===== src/rtl/lifo_arbiter_pkg.sv =====
// Shared types for the LIFO arbiter: FSM states, decoded client operations
// and the pop-tag record that travels alongside each LIFO access.
package lifo_arb_pkg;

  // Tag id field is wide enough for any practical client count; the top narrows it.
  localparam int TAG_IDW = 8;

  typedef enum logic [1:0] {
    RUN,
    DRAIN,
    CLR
  } state_t;

  typedef enum logic [1:0] {
    OP_NONE,
    OP_PUSH,
    OP_POP,
    OP_SWAP
  } op_t;

  typedef struct packed {
    logic               vld;
    logic [TAG_IDW-1:0] id;
  } tag_t;

  function automatic op_t decode_op(input logic push, input logic pop);
    op_t op;
    op = OP_NONE;
    if (push && pop) op = OP_SWAP;
    else if (push)   op = OP_PUSH;
    else if (pop)    op = OP_POP;
    return op;
  endfunction

endpackage


===== src/rtl/lifo_arbiter_if.sv =====
// Client-facing bundle of the LIFO arbiter: request/ack handshake plus the
// tagged pop-data return path.
interface lifo_arbiter_if #(
  parameter int CLIENTS = 4,
  parameter int DWIDTH  = 8,
  parameter int IDW     = $clog2(CLIENTS)
);

  logic [CLIENTS-1:0]        cli_push_i;
  logic [CLIENTS-1:0]        cli_pop_i;
  logic [CLIENTS*DWIDTH-1:0] cli_data_i;
  logic [CLIENTS-1:0]        cli_ack_o;
  logic                      rd_valid_o;
  logic [IDW-1:0]            rd_id_o;
  logic [DWIDTH-1:0]         rd_data_o;

  modport master (
    output cli_push_i, cli_pop_i, cli_data_i,
    input  cli_ack_o, rd_valid_o, rd_id_o, rd_data_o
  );

  modport slave (
    input  cli_push_i, cli_pop_i, cli_data_i,
    output cli_ack_o, rd_valid_o, rd_id_o, rd_data_o
  );

endinterface


===== src/rtl/lifo_arbiter_rr_arbiter.sv =====
// Round-robin arbiter: picks the first eligible requester at or after the
// slot following the last winner; the pointer only moves on a grant.
module rr_arbiter #(
  parameter int N   = 4,
  parameter int IDW = $clog2(N)
) (
  input  logic           clk_i,
  input  logic           srst_i,
  input  logic [N-1:0]   i_elig,
  output logic [N-1:0]   o_gnt,
  output logic [IDW-1:0] o_id,
  output logic           o_valid
);

  logic [IDW-1:0] r_ptr;
  logic [N-1:0]   w_gnt;
  logic [IDW-1:0] w_id;
  logic           w_valid;
  int             w_idx;

  always_comb begin
    w_gnt   = '0;
    w_id    = '0;
    w_valid = 1'b0;
    w_idx   = 0;
    for (int k = 1; k <= N; k++) begin
      w_idx = int'(r_ptr) + k;
      if (w_idx >= N) w_idx = w_idx - N;
      if (!w_valid && i_elig[w_idx]) begin
        w_valid      = 1'b1;
        w_gnt[w_idx] = 1'b1;
        w_id         = IDW'(w_idx);
      end
    end
  end

  // Reset parks the pointer on the last client so client 0 wins first.
  always_ff @(posedge clk_i) begin
    if (srst_i)       r_ptr <= IDW'(N - 1);
    else if (w_valid) r_ptr <= w_id;
  end

  assign o_gnt   = w_gnt;
  assign o_id    = w_id;
  assign o_valid = w_valid;

endmodule


===== src/rtl/lifo_arbiter.sv =====
// Shares one LIFO between several clients: round-robin issue of push/pop/swap,
// shadow occupancy count, tagged pop-data return and a drain-then-clear sequence.
module lifo_arbiter
  import lifo_arb_pkg::*;
#(
  parameter int CLIENTS = 4,
  parameter int DWIDTH  = 8,
  parameter int AWIDTH  = 4
) (
  input  logic              clk_i,
  input  logic              srst_i,
  lifo_arbiter_if.slave     cli,
  input  logic              clear_i,
  output logic              busy_o,
  output logic [AWIDTH:0]   usedw_o,
  output logic              lifo_srst_o,
  output logic              lifo_wrreq_o,
  output logic              lifo_rdreq_o,
  output logic [DWIDTH-1:0] lifo_data_o,
  input  logic [DWIDTH-1:0] lifo_q_i
);

  localparam int              IDW      = $clog2(CLIENTS);
  localparam int              DEPTH    = 2 ** AWIDTH;
  localparam logic [AWIDTH:0] FULL_CNT = (AWIDTH + 1)'(DEPTH);
  localparam logic [AWIDTH:0] ONE_CNT  = (AWIDTH + 1)'(1);

  state_t              r_state;
  state_t              w_state_nxt;
  logic [AWIDTH:0]     r_cnt;
  logic [AWIDTH:0]     w_cnt_nxt;
  logic                r_wrreq;
  logic                r_rdreq;
  logic [DWIDTH-1:0]   r_data;
  tag_t                r_tag1;
  tag_t                r_tag2;
  tag_t                w_tag_in;

  logic [CLIENTS-1:0]  w_elig;
  logic [CLIENTS-1:0]  w_gnt;
  logic [IDW-1:0]      w_gnt_id;
  logic                w_gnt_vld;
  op_t                 w_op;
  logic [DWIDTH-1:0]   w_push_data;
  logic                w_wr_nxt;
  logic                w_rd_nxt;
  logic                w_rd_vld;

  // A swap only needs something to pop, so it is never blocked by a full LIFO.
  always_comb begin
    w_elig = '0;
    for (int i = 0; i < CLIENTS; i++) begin
      case (decode_op(cli.cli_push_i[i], cli.cli_pop_i[i]))
        OP_PUSH:         w_elig[i] = (r_cnt < FULL_CNT);
        OP_POP, OP_SWAP: w_elig[i] = (r_cnt != '0);
        default:         w_elig[i] = 1'b0;
      endcase
    end
    if (srst_i || (r_state != RUN)) w_elig = '0;
  end

  rr_arbiter #(
    .N   (CLIENTS),
    .IDW (IDW)
  ) u_rr (
    .clk_i   (clk_i),
    .srst_i  (srst_i),
    .i_elig  (w_elig),
    .o_gnt   (w_gnt),
    .o_id    (w_gnt_id),
    .o_valid (w_gnt_vld)
  );

  always_comb begin
    w_op        = OP_NONE;
    w_push_data = '0;
    if (w_gnt_vld) begin
      w_op        = decode_op(cli.cli_push_i[w_gnt_id], cli.cli_pop_i[w_gnt_id]);
      w_push_data = cli.cli_data_i[int'(w_gnt_id) * DWIDTH +: DWIDTH];
    end
  end

  assign w_wr_nxt     = (w_op == OP_PUSH) || (w_op == OP_SWAP);
  assign w_rd_nxt     = (w_op == OP_POP)  || (w_op == OP_SWAP);
  assign w_tag_in.vld = w_rd_nxt;
  assign w_tag_in.id  = TAG_IDW'(w_gnt_id);

  always_comb begin
    w_cnt_nxt = r_cnt;
    case (w_op)
      OP_PUSH: w_cnt_nxt = r_cnt + ONE_CNT;
      OP_POP:  w_cnt_nxt = r_cnt - ONE_CNT;
      default: w_cnt_nxt = r_cnt;
    endcase
    if (r_state == CLR) w_cnt_nxt = '0;
  end

  // DRAIN holds off the LIFO reset until every issued pop has returned its data.
  always_comb begin
    w_state_nxt = r_state;
    case (r_state)
      RUN:     if (clear_i) w_state_nxt = DRAIN;
      DRAIN:   if (!r_tag1.vld && !r_tag2.vld) w_state_nxt = CLR;
      CLR:     w_state_nxt = RUN;
      default: w_state_nxt = RUN;
    endcase
  end

  always_ff @(posedge clk_i) begin
    if (srst_i) r_state <= RUN;
    else        r_state <= w_state_nxt;
  end

  always_ff @(posedge clk_i) begin
    if (srst_i) begin
      r_cnt   <= '0;
      r_wrreq <= 1'b0;
      r_rdreq <= 1'b0;
      r_data  <= '0;
      r_tag1  <= '0;
      r_tag2  <= '0;
    end else begin
      r_cnt   <= w_cnt_nxt;
      r_wrreq <= w_wr_nxt;
      r_rdreq <= w_rd_nxt;
      r_data  <= w_wr_nxt ? w_push_data : '0;
      if (r_state == CLR) begin
        r_tag1 <= '0;
        r_tag2 <= '0;
      end else begin
        r_tag1 <= w_tag_in;
        r_tag2 <= r_tag1;
      end
    end
  end

  // Everything except the LIFO reset reads as zero while srst_i is held.
  assign w_rd_vld       = r_tag2.vld && !srst_i;
  assign cli.cli_ack_o  = w_gnt;
  assign cli.rd_valid_o = w_rd_vld;
  assign cli.rd_id_o    = w_rd_vld ? IDW'(r_tag2.id) : '0;
  assign cli.rd_data_o  = w_rd_vld ? lifo_q_i : '0;

  assign busy_o       = !srst_i && (r_state != RUN);
  assign usedw_o      = srst_i ? '0 : r_cnt;
  assign lifo_srst_o  = srst_i || (r_state == CLR);
  assign lifo_wrreq_o = r_wrreq && !srst_i;
  assign lifo_rdreq_o = r_rdreq && !srst_i;
  assign lifo_data_o  = srst_i ? '0 : r_data;

endmodule

===== src/flat_wrapper.sv =====
// flat-port wrapper written by rule: the top's interface ports become plain ports
module lifo_arbiter_flat import lifo_arb_pkg::*;
#(
  parameter int CLIENTS = 4,
  parameter int DWIDTH  = 8,
  parameter int AWIDTH  = 4
)
  (clk_i, srst_i, clear_i, busy_o, usedw_o, lifo_srst_o, lifo_wrreq_o, lifo_rdreq_o, lifo_data_o, lifo_q_i, cli_cli_push_i, cli_cli_pop_i, cli_cli_data_i, cli_cli_ack_o, cli_rd_valid_o, cli_rd_id_o, cli_rd_data_o);
  lifo_arbiter_if #(.CLIENTS(CLIENTS), .DWIDTH(DWIDTH)) cli_i ();
  input  logic clk_i;
  input  logic srst_i;
  input  logic clear_i;
  output logic busy_o;
  output logic [AWIDTH:0] usedw_o;
  output logic lifo_srst_o;
  output logic lifo_wrreq_o;
  output logic lifo_rdreq_o;
  output logic [DWIDTH-1:0] lifo_data_o;
  input  logic [DWIDTH-1:0] lifo_q_i;
  input wire logic [$bits(cli_i.cli_push_i)-1:0] cli_cli_push_i;
  input wire logic [$bits(cli_i.cli_pop_i)-1:0] cli_cli_pop_i;
  input wire logic [$bits(cli_i.cli_data_i)-1:0] cli_cli_data_i;
  output wire logic [$bits(cli_i.cli_ack_o)-1:0] cli_cli_ack_o;
  output wire logic [$bits(cli_i.rd_valid_o)-1:0] cli_rd_valid_o;
  output wire logic [$bits(cli_i.rd_id_o)-1:0] cli_rd_id_o;
  output wire logic [$bits(cli_i.rd_data_o)-1:0] cli_rd_data_o;
  assign cli_i.cli_push_i = cli_cli_push_i;
  assign cli_i.cli_pop_i = cli_cli_pop_i;
  assign cli_i.cli_data_i = cli_cli_data_i;
  assign cli_cli_ack_o = cli_i.cli_ack_o;
  assign cli_rd_valid_o = cli_i.rd_valid_o;
  assign cli_rd_id_o = cli_i.rd_id_o;
  assign cli_rd_data_o = cli_i.rd_data_o;
  lifo_arbiter #(.CLIENTS(CLIENTS), .DWIDTH(DWIDTH), .AWIDTH(AWIDTH)) u_core (.clk_i(clk_i), .srst_i(srst_i), .cli(cli_i), .clear_i(clear_i), .busy_o(busy_o), .usedw_o(usedw_o), .lifo_srst_o(lifo_srst_o), .lifo_wrreq_o(lifo_wrreq_o), .lifo_rdreq_o(lifo_rdreq_o), .lifo_data_o(lifo_data_o), .lifo_q_i(lifo_q_i));
endmodule

===== config.mk =====
export PLATFORM = sky130hd
export DESIGN_NAME = lifo_arbiter_flat
export DESIGN_NICKNAME = d
export VERILOG_FILES = /design/src/rtl/lifo_arbiter_pkg.sv /design/src/rtl/lifo_arbiter_if.sv /design/src/rtl/lifo_arbiter_rr_arbiter.sv /design/src/rtl/lifo_arbiter.sv /design/src/flat_wrapper.sv
export SDC_FILE = /design/constraint.sdc
export NUM_CORES = 1
export LEC_CHECK = 0
export ABC_AREA = 1
export CAP_MARGIN = 5
export CORE_MARGIN = 8
export CORE_UTILIZATION = 45
export DETAILED_ROUTE_END_ITERATION = 10
export PLACE_DENSITY_LB_ADDON = 0.1
export SYNTH_ARGS = -nofsm -noshare
export SYNTH_HDL_FRONTEND = slang
export SYNTH_SLANG_ARGS = --single-unit

===== constraint.sdc =====
create_clock -name clk_i -period 4.8 [get_ports clk_i]
set_clock_uncertainty 0.15 [all_clocks]
set_input_delay 0.96 -clock clk_i [delete_from_list [all_inputs] [get_ports clk_i]]
set_output_delay 0.96 -clock clk_i [all_outputs]
set_load 0.05 [all_outputs]

==> reports/qor.txt <==
Outcome = completed
Post-CTS setup repair buffer count = 0
I/O Pins = 83
Register area share after synthesis = 22.1%
Max-cap violations = 0
Crit path kind = in2reg
Most common cell in the netlist = inv_1
Via Count = 2406
Yosys reg bits = 25
Synth area leader = dfxtp_1
CTS Root Cell = clkbuf_8
Area of the mapped netlist = 2270 um2
Full die area = 7570 um2
TritonCTS clock tree = built
Detailed Routing Iterations Pass 1 = 4
Tcrit/Tclk final = 91.7%
Layout area overhead = 42.6%
Overflow after GRT = 0
Share of the synthesized area in the top cell type = 22.1%
Avg WL per Cell = 12.1 um
Layout Cells excl Fill = 504
Minimum clock period = 4400 ps
Stages on worst setup path = 23
Cells after DPL = 500
RSZ-0062 raised after global routing = no
Critical path peak fanout = 22
Final Max Tran Viols = 0
CP cell instances = clkdlybuf4s50_1, inv_6, nand2_4, nor2_2, nand3_1, nand3_2, nand2_4, nand4_4, nand2_4, nand2_4, or2_0, o211ai_2, nand2_1, ha_1, ha_1, nand2_1, nor2_1, a211oi_1, nand2_1, nand2_1, nor2_1, o21ai_0, a21oi_1
Total GRT Usage = 16.0%
Worst Path Buf+Inv = 2
Residual DRC = 0
Synth Instances = 350
Worst skew pair latency = 270 ps
LEAKAGE = 1.57 nW
Post-DP HPWL = 4.91 mm
Top cells by count, synth = 73 x inv_1, 56 x nand2_1, 49 x nor2_1
Syn avg cell area = 6.48 um2
Initial antenna violation count = 0
ANT nets after route = 0
WP data required = 4810 ps
Worst slew margin = 64.3%
CTS max path bufs = 2
Largest net degree at the start of global routing = 23
Worst-Margin Slew = 534 ps
Syn. warnings = 0
Row count = 26
Async S/R FF share, synth = 0%
EDFF count, synth = 0
WL final = 6.11 mm
Die Y = 87 um
I/O Buffers = 82
Predominant post-synthesis flop cell = dfxtp_1
Worst VDD drop = 0.554 mV
# H-tree levels = 1
Post-CTS Hold Buffers = 0
Pwr/cell area = 777 nW/um2
Crit path max-delay cell type = clkdlybuf4s50_1
Hold Path Depth = 2
Initial drt markers = 92
CP peak stage delay = 550 ps
Arr. time, crit path = 4420 ps
Setup tns final = 0 ps
Resize count post-CTS = 0
Die width = 87 um
Ranking of synthesized cells by area = dfxtp_1 22%, inv_1 12%, nand2_1 9.3%
Syn nets = 415
Min Hold Slack = 263 ps
Startpoint Class = primary input
Final setup fails = 0
CP top delay family = simple AND/OR/NAND/NOR gates
Starting Density = 45.6%
Final GP Congestion = 0.898
Total core area = 4980 um2
Hold Vio Cnt, Final = 0
Fin util = 65.0%
Vias per inst = 4.77
ANT cells = 0
Final #Nets = 500
Num CTS Buffers = 3
Share of layout cells above drive strength 1 = 13.1%
Unique masters post-synth = 36
Max Clock Freq = 227 MHz
Sink Count = 25
Vias in the first global route = 2281
First-pass GRT wire length = 10.0 mm
Clk slew on worst S/H paths = 90 ps
FF-to-FF path depth = 21
HP Class = reg2reg
CP endpoint kind = flop
## tightest hold or removal path, cell delays in order, from the launching register on
cell and delay (ps):
dfxtp_1 300, inv_1 40, nor2_1 30
## routing by layer
layer	wire length (um)	GRT usage (%)	vias to the layer above
met5	0	0	-
met4	46	4.85	0
met3	460	4.72	2
met2	2970	28.3	75
met1	2630	18.0	1072
li1	-	-	1257
## power breakdown
part	leakage (nW)	internal, mW	switching (mW)	total [mW]
clock network	0.0217	0.0588	0.0679	0.127
registers	0.207	0.291	0.0486	0.339
logic	1.34	0.750	1.30	2.05
total	1.57	1.10	1.41	2.51
## flip-flops by register name, indices dropped and copies added (netlist names)
signal             flops
u_core.r_data          8
u_core.r_state         2
u_core.r_rdreq         1
u_core.r_cnt           5
u_core.r_tag1          3
u_core.r_tag2          3
u_core.r_wrreq         1
u_core.u_rr.r_ptr      2
## final timing paths
kind | end | from | slack (ps)
worst max-delay path | u_core.r_cnt[4]$_SDFFE_PP0P_ | srst_i | 400
worst min register to register | u_core.r_tag2[1]$_SDFF_PP0_ | u_core.r_tag1[1]$_SDFF_PP0_ | 260
worst min-delay path | u_core.r_tag2[1]$_SDFF_PP0_ | u_core.r_tag1[1]$_SDFF_PP0_ | 260
worst max register to register | u_core.r_cnt[4]$_SDFFE_PP0P_ | u_core.u_rr.r_ptr[1]$_SDFFE_PP1N_ | 650
## kinds of logic (layout without fill, tap and decap cells)
family / Yosys count / count (layout) / share of synthesized area, %
buffers and inverters: 91 / 175 / 17.1
AND/OR/NAND/NOR: 187 / 187 / 42.9
adder cells (fa/ha/maj): 14 / 14 / 8.05
XOR/XNOR: 2 / 2 / 0.772
flip-flops: 25 / 25 / 22.1
AO/OA/AOI/OAI: 31 / 31 / 9.16
## layout make-up
class | instances | area, um2
repair buffers | 89 | 906
clock inverters | 1 | 7.51
well taps | 70 | 87.6
flip-flops and latches | 25 | 500
fillers | 485 | 1740
clock buffers | 3 | 41.3
multi-input cells | 234 | 1380
inverters | 82 | 313
## cells in the final DEF (no fill, tap or decap), types with 8 or more instances in the layout
cell	count
nor2_1	49
buf_4	10
nand3_2	11
ha_1	13
nand3_1	36
nand2_1	56
dfxtp_1	25
inv_1	73
a21oi_1	11
clkdlybuf4s50_1	75
nand3b_1	8
## stage by stage
step	area (um2)	setup slack, ps	total power [mW]
floorplan	2270	715	1.91
global placement	3190	241	2.34
detailed placement	3190	156	2.37
CTS	3240	392	2.52
global route	3240	84.4	2.77
finish	3240	397	2.51
(Power assumes the default switching activity.)
